**src/rtl/bru_update_ctrl.sv**
```systemverilog
`default_nettype none
// ============================================================================
// Module   : bru_update_ctrl
// Brief    : Prediction queue and resolver. Compares each fetch-order BTB
//            prediction with the back-end outcome, then drives the BTB write
//            port and a one-cycle redirect/flush on every mispredict.
//            Define BRU_PERF_CNT_EN to build the branch/mispredict counters.
// Revision : 1.0 - initial release
// ============================================================================
module bru_update_ctrl #(
  parameter int DEPTH = 8
) (
  input  logic        clk,
  input  logic        rst,
  input  logic        push_valid,
  output logic        push_ready,
  input  logic [31:0] push_pc,
  input  logic        push_taken,
  input  logic [31:0] push_target,
  input  logic        res_valid,
  output logic        res_ready,
  input  logic [31:0] res_pc,
  input  logic        res_is_branch,
  input  logic        res_taken,
  input  logic [31:0] res_target,
  output logic        update_en,
  output logic [31:0] pc_dispatch,
  output logic [31:0] pc_actual,
  output logic        redirect_valid,
  output logic [31:0] redirect_pc,
  output logic [31:0] branch_cnt,
  output logic [31:0] mispred_cnt
);

  localparam int c_AW = (DEPTH > 1) ? $clog2(DEPTH) : 1;

  typedef enum logic [0:0] {
    ST_RUN   = 1'b0,
    ST_FLUSH = 1'b1
  } state_t;

  state_t r_state;
  state_t w_state_nxt;

  logic [31:0]   r_q_pc     [DEPTH];
  logic          r_q_taken  [DEPTH];
  logic [31:0]   r_q_target [DEPTH];

  logic [c_AW:0]   r_wr_ptr;
  logic [c_AW:0]   r_rd_ptr;
  logic [c_AW-1:0] w_wr_idx;
  logic [c_AW-1:0] w_rd_idx;
  logic            w_full;
  logic            w_empty;
  logic            w_push_fire;
  logic            w_res_fire;

  logic [31:0] w_h_pc;
  logic        w_h_taken;
  logic [31:0] w_h_target;
  logic [31:0] w_next_pc;
  logic        w_mispred;
  logic        w_need_update;
  logic        w_flush_now;

  logic        r_update_en;
  logic [31:0] r_pc_dispatch;
  logic [31:0] r_pc_actual;
  logic        r_redirect_valid;
  logic [31:0] r_redirect_pc;

  assign w_wr_idx = r_wr_ptr[c_AW-1:0];
  assign w_rd_idx = r_rd_ptr[c_AW-1:0];
  assign w_full   = (w_wr_idx == w_rd_idx) && (r_wr_ptr[c_AW] != r_rd_ptr[c_AW]);
  assign w_empty  = (r_wr_ptr == r_rd_ptr);

  // No bypass in either direction: readiness depends only on registered state.
  assign push_ready  = !w_full && (r_state == ST_RUN);
  assign res_ready   = !w_empty && (r_state == ST_RUN);
  assign w_push_fire = push_valid && push_ready;
  assign w_res_fire  = res_valid && res_ready;

  assign w_h_pc     = r_q_pc[w_rd_idx];
  assign w_h_taken  = r_q_taken[w_rd_idx];
  assign w_h_target = r_q_target[w_rd_idx];

  assign w_next_pc = res_taken ? res_target : (res_pc + 32'd4);

  assign w_mispred = (w_h_taken != (res_is_branch && res_taken)) ||
                     (res_taken && (w_h_target != res_target)) ||
                     (w_h_pc != res_pc);

  // The BTB cannot invalidate, so only taken branches with a missing or
  // stale target are written back.
  assign w_need_update = res_is_branch && res_taken &&
                         (!w_h_taken || (w_h_target != res_target));

  assign w_flush_now = w_res_fire && w_mispred;

  always_ff @(posedge clk) begin
    if (rst) begin
      r_state <= ST_RUN;
    end else begin
      r_state <= w_state_nxt;
    end
  end

  always_comb begin
    w_state_nxt = r_state;
    case (r_state)
      ST_RUN:   if (w_flush_now) w_state_nxt = ST_FLUSH;
      ST_FLUSH: w_state_nxt = ST_RUN;
      default:  w_state_nxt = ST_RUN;
    endcase
  end

  always_ff @(posedge clk) begin
    if (rst || w_flush_now) begin
      r_wr_ptr <= '0;
      r_rd_ptr <= '0;
    end else begin
      if (w_push_fire) begin
        r_wr_ptr <= r_wr_ptr + 1'b1;
      end
      if (w_res_fire) begin
        r_rd_ptr <= r_rd_ptr + 1'b1;
      end
    end
  end

  always_ff @(posedge clk) begin
    if (w_push_fire) begin
      r_q_pc[w_wr_idx]     <= push_pc;
      r_q_taken[w_wr_idx]  <= push_taken;
      r_q_target[w_wr_idx] <= push_target;
    end
  end

  always_ff @(posedge clk) begin
    if (rst) begin
      r_update_en      <= 1'b0;
      r_pc_dispatch    <= '0;
      r_pc_actual      <= '0;
      r_redirect_valid <= 1'b0;
      r_redirect_pc    <= '0;
    end else begin
      r_update_en      <= w_res_fire && w_need_update;
      r_redirect_valid <= w_flush_now;
      if (w_res_fire && w_need_update) begin
        r_pc_dispatch <= res_pc;
        r_pc_actual   <= res_target;
      end
      if (w_flush_now) begin
        r_redirect_pc <= w_next_pc;
      end
    end
  end

  assign update_en      = r_update_en;
  assign pc_dispatch    = r_pc_dispatch;
  assign pc_actual      = r_pc_actual;
  assign redirect_valid = r_redirect_valid;
  assign redirect_pc    = r_redirect_pc;

`ifdef BRU_PERF_CNT_EN
  logic [31:0] r_branch_cnt;
  logic [31:0] r_mispred_cnt;

  always_ff @(posedge clk) begin
    if (rst) begin
      r_branch_cnt  <= '0;
      r_mispred_cnt <= '0;
    end else begin
      if (w_res_fire && res_is_branch) begin
        r_branch_cnt <= r_branch_cnt + 32'd1;
      end
      if (w_flush_now) begin
        r_mispred_cnt <= r_mispred_cnt + 32'd1;
      end
    end
  end

  assign branch_cnt  = r_branch_cnt;
  assign mispred_cnt = r_mispred_cnt;
`else
  assign branch_cnt  = '0;
  assign mispred_cnt = '0;
`endif

endmodule
`default_nettype wire

```
**config.mk**
```make
export PLATFORM = sky130hd
export DESIGN_NAME = bru_update_ctrl
export DESIGN_NICKNAME = d
export VERILOG_FILES = /design/src/rtl/bru_update_ctrl.sv
export SDC_FILE = /design/constraint.sdc
export NUM_CORES = 1
export LEC_CHECK = 0
export CAP_MARGIN = 20
export CORE_UTILIZATION = 35
export DETAILED_ROUTE_END_ITERATION = 10
export PLACE_DENSITY = 0.58
export SYNTH_ARGS = -nofsm -noshare
export SYNTH_HDL_FRONTEND = slang
export SYNTH_SLANG_ARGS = --single-unit
```
**constraint.sdc**
```tcl
create_clock -name clk -period 6.7 [get_ports clk]
set_input_delay 1.005 -clock clk [delete_from_list [all_inputs] [get_ports clk]]
set_output_delay 1.005 -clock clk [all_outputs]
set_load 0.05 [all_outputs]
```
==> impl_metrics.env <==
export IMPL_min_to="pc_actual[18]"
export IMPL_crit_slowest_cell="o31ai_4"
export IMPL_dr_pass1_iters=5
export IMPL_ios=299
export IMPL_maxSlewHeadroom_pct=27.9
export IMPL_most_common_layout_cells="edfxtp_1 (520), mux2i_1 (236), clkdlybuf4s50_1 (232)"
export IMPL_finalHoldViolCount=0
export IMPL_p_leak_nw=10.6
export IMPL_critPathKind="flop to flop"
export IMPL_r2r_end="redirect_pc[10]"
export IMPL_multi_input_area_um2=7290
export IMPL_cts_tree="done"
export IMPL_synth_warnings=0
export IMPL_final_period_utilization_pct=76.3
export IMPL_outcome="finished clean"
export IMPL_synthAdderAreaFrac_pct=0.146
export IMPL_cts_root_buf="clkbuf_16"
export IMPL_syn_inst=1583
export IMPL_hold_path_startpoint="pc_actual[18]"
export IMPL_nets=1979
export IMPL_tightest_slew_ns=1.08
export IMPL_cts_buffers=71
export IMPL_hp_class="flop to flop"
export IMPL_die_width_um=273
export IMPL_combPwrFrac_pct=7.7
export IMPL_required_ns=7.18
export IMPL_drt_wl_total_um=68400
export IMPL_period_minus_slack_ns=5.11
export IMPL_path_cells="buf_4 -> mux2i_1 -> a22o_1 -> a221oi_1 -> xor2_1 -> nor4_1 -> nand3_1 -> o31ai_4 -> buf_4 -> mux2i_1 -> nor2_1"
export IMPL_synth_xor_area_share_pct=2.78
export IMPL_clock_skew_final_ns=0.0296
export IMPL_post_route_drc_count=0
export IMPL_layout_drive_gt1_share_pct=12.4
export IMPL_pwr_share_clk_pct=42.8
export IMPL_htree_levels=3
export IMPL_final_core_util_pct=42.9
export IMPL_clkTransAtPathRegs_ns=0.06
export IMPL_ir_drop_v=0.000173
export IMPL_dieArea_um2=74800
export IMPL_cts_setup_buffers=0
export IMPL_fillCellCount=6499
export IMPL_crit_arrival_ns=5.59
export IMPL_drv_cap=0
export IMPL_synth_cell_types=44
export IMPL_grt_pass1_wl_um=97600
export IMPL_syn_avg_cell_area_um2=16.3
export IMPL_place_hpwl_um=44700
export IMPL_fmax_mhz=196
export IMPL_reg2reg_depth=11
export IMPL_layout_commonest_cell="edfxtp_1"
export IMPL_crit_path_max_incr_delay_ns=0.86
export IMPL_synth_cell_area_um2=25800
export IMPL_die_h_um=273
export IMPL_synth_compound_gate_area_share_pct=3.71
export IMPL_core_area_um2=73000
export IMPL_finalMaxSlewViolations=0
export IMPL_rsz0062_at_grt="no"
export IMPL_clock_latency_ns=0.62
export IMPL_gp_congestion=0.772
export IMPL_ff_latch_area_um2=17800
export IMPL_grt_usage_pct=18.1
export IMPL_hold_buffers=0
export IMPL_cts_max_path_buffers=3
export IMPL_p_int_mw=6.79
export IMPL_vias_per_cell=5.05
export IMPL_rrSetupSlack_ns=1.59
export IMPL_netSwitchingPower_mw=2.04
export IMPL_synth_edff_count=520
export IMPL_antenna_found_initial=9
export IMPL_routedWlPerCell_um=23.9
export IMPL_worstPathMaxFanout=52
export IMPL_num_rows=99
export IMPL_synthMuxAreaShare_pct=15.4
export IMPL_grt_start_max_net_pins=68
export IMPL_ys_ff_latch=630
export IMPL_overflow=0
export IMPL_drt_iter0_drc=1290
export IMPL_start_kind="flop"
export IMPL_swShare_pct=23.1
export IMPL_async_reset_ff_share_pct=0
export IMPL_ys_flop_type="edfxtp_1"
export IMPL_hold_depth=2
export IMPL_p_per_area_nw_per_um2=282
export IMPL_cts_sinks=630
export IMPL_portBuffers=234
export IMPL_setup_violations=0
export IMPL_syn_to_final_growth_pct=21.3
export IMPL_ys_seq_area_share_pct=69.1
export IMPL_ant_nets=0
export IMPL_synth_top_family_by_area="multiplexers"
export IMPL_vias=14425
export IMPL_cts_resized_gates=0
export IMPL_grt_pass1_vias=14165
export IMPL_fin_tns_setup_ns=0
export IMPL_end_kind="flop"
export IMPL_seq_power_share_pct=49.5
export IMPL_start_util_pct=35.4
export IMPL_synthSimpleGateAreaFrac_pct=4.94
## synth_stat cells (2+ instances only)
library cell  count  area share [%]
edfxtp_1        520              61
mux2i_1         236             9.2
nor2_1          120             1.7
dfxtp_1         110             8.5
buf_4            81             2.4
mux4_2           66             5.8
xor2_1           61             2.1
nand2_1          44            0.64
o21ai_0          31            0.60
clkbuf_1         25            0.36
a22oi_1          24            0.70
xnor2_1          21            0.71
buf_2            20            0.39
nor2b_1          19            0.46
nor4_1           18            0.44
nand3_1          17            0.33
a21oi_1          16            0.31
a22o_1           16            0.54
a211oi_1         15            0.44
and3_1           14            0.34
a221oi_1         12            0.41
buf_6            12            0.52
nand4_1          12            0.29
mux2_2           11            0.48
nand2b_1          9            0.22
nor3_1            7            0.14
o31a_1            7            0.24
and2_1            5            0.12
and4_1            5            0.17
inv_1             4           0.058
o22a_1            4            0.14
o22ai_1           4           0.097
ha_1              3            0.15
buf_1             2           0.029
buf_12            2            0.16
o2111ai_1         2           0.068
## state kept, by name, indices dropped and copies added, names as in the netlist, named ones only
signal and count:
r_q_taken 8, pc_dispatch 32, r_q_target 256, r_state 1, r_wr_ptr 4, pc_actual 32, redirect_pc 32, r_rd_ptr 4
update_en 1, redirect_valid 1, r_q_pc 256
## power groups by stage
| stage | combinational, mW | sequential [mW] | clock [mW] |
|---|---|---|---|
| 2_1_floorplan | 0.344 | 4.51 | 0 |
| 3_3_place_gp | 0.680 | 4.45 | 0 |
| 3_5_place_dp | 0.687 | 4.45 | 0 |
| 4_1_cts | 0.690 | 4.37 | 3.87 |
| 5_1_grt | 0.724 | 4.37 | 4.01 |
| 6_report | 0.681 | 4.37 | 3.78 |
## critical path: cells and delay by family (launching register included)
kind | cells | cell delay, ns
AO/OA/AOI/OAI | 3 | 1.41
AND/OR/NAND/NOR | 3 | 1.00
XOR/XNOR | 1 | 0.11
multiplexers | 2 | 0.41
buffers and inverters | 2 | 1.16
flip-flops | 1 | 0.80
## worst max path at each step
stage	startpoint	cells past startpoint	end	slack [ns]
2_1_floorplan	r_wr_ptr[2]	7	r_q_pc[7][0]	1.44
3_5_place_dp	flop	11	redirect_pc[7]	1.61
4_1_cts	flop	11	redirect_pc[7]	1.59
3_3_place_gp	flop	10	redirect_pc[31]	1.69
5_1_grt	flop	11	redirect_pc[8]	1.35
6_report	flop	11	redirect_pc[10]	1.59
## routing by layer
metal / wire (um) / part of all wire (%) / global-route usage (%)
met5: 68 / 0.099 / 0
met4: 1370 / 2.0 / 4.81
met3: 4890 / 7.1 / 4.04
met2: 32300 / 47 / 29.2
met1: 29800 / 44 / 24.7
## kinds of logic (layout without fill, tap and decap cells)
logic type / after synthesis / in the layout
DFF: 630 / 630
muxes: 313 / 313
and+or+nand+nor: 272 / 272
buffers and inverters: 147 / 399
AOI/OAI and AO/OA: 135 / 135
xor gates and xnor gates: 82 / 82
adders and majority gates: 3 / 3
other: 1 / 65
## metrics by stage
stage | total power [mW] | hold slack (ns) | instances | cell area (um2) | setup slack (ns)
final | 8.83 | 0.489 | 2858 | 31300 | 1.59
after global routing | 9.11 | 0.508 | 2858 | 31300 | 1.35
after CTS | 8.92 | 0.498 | 2856 | 31200 | 1.59
after detailed placement | 5.14 | 0.484 | 2726 | 29000 | 1.61
after global placement | 5.13 | 0.475 | 2725 | 28900 | 1.69
after floorplan | 4.86 | 0.498 | 1646 | 26000 | 1.44
## area by class of cell
cell class                 instances  area share, %
antenna                            1        0.00800
clock buffer                      83           6.19
clock inverter                    47           1.15
inverter                           4         0.0480
multi-input combinational        869           23.3
sequential                       630           57.0
tap                              959           3.84
timing repair buffer             265           8.44
No activity file was read; power rests on OpenSTA's default activity.
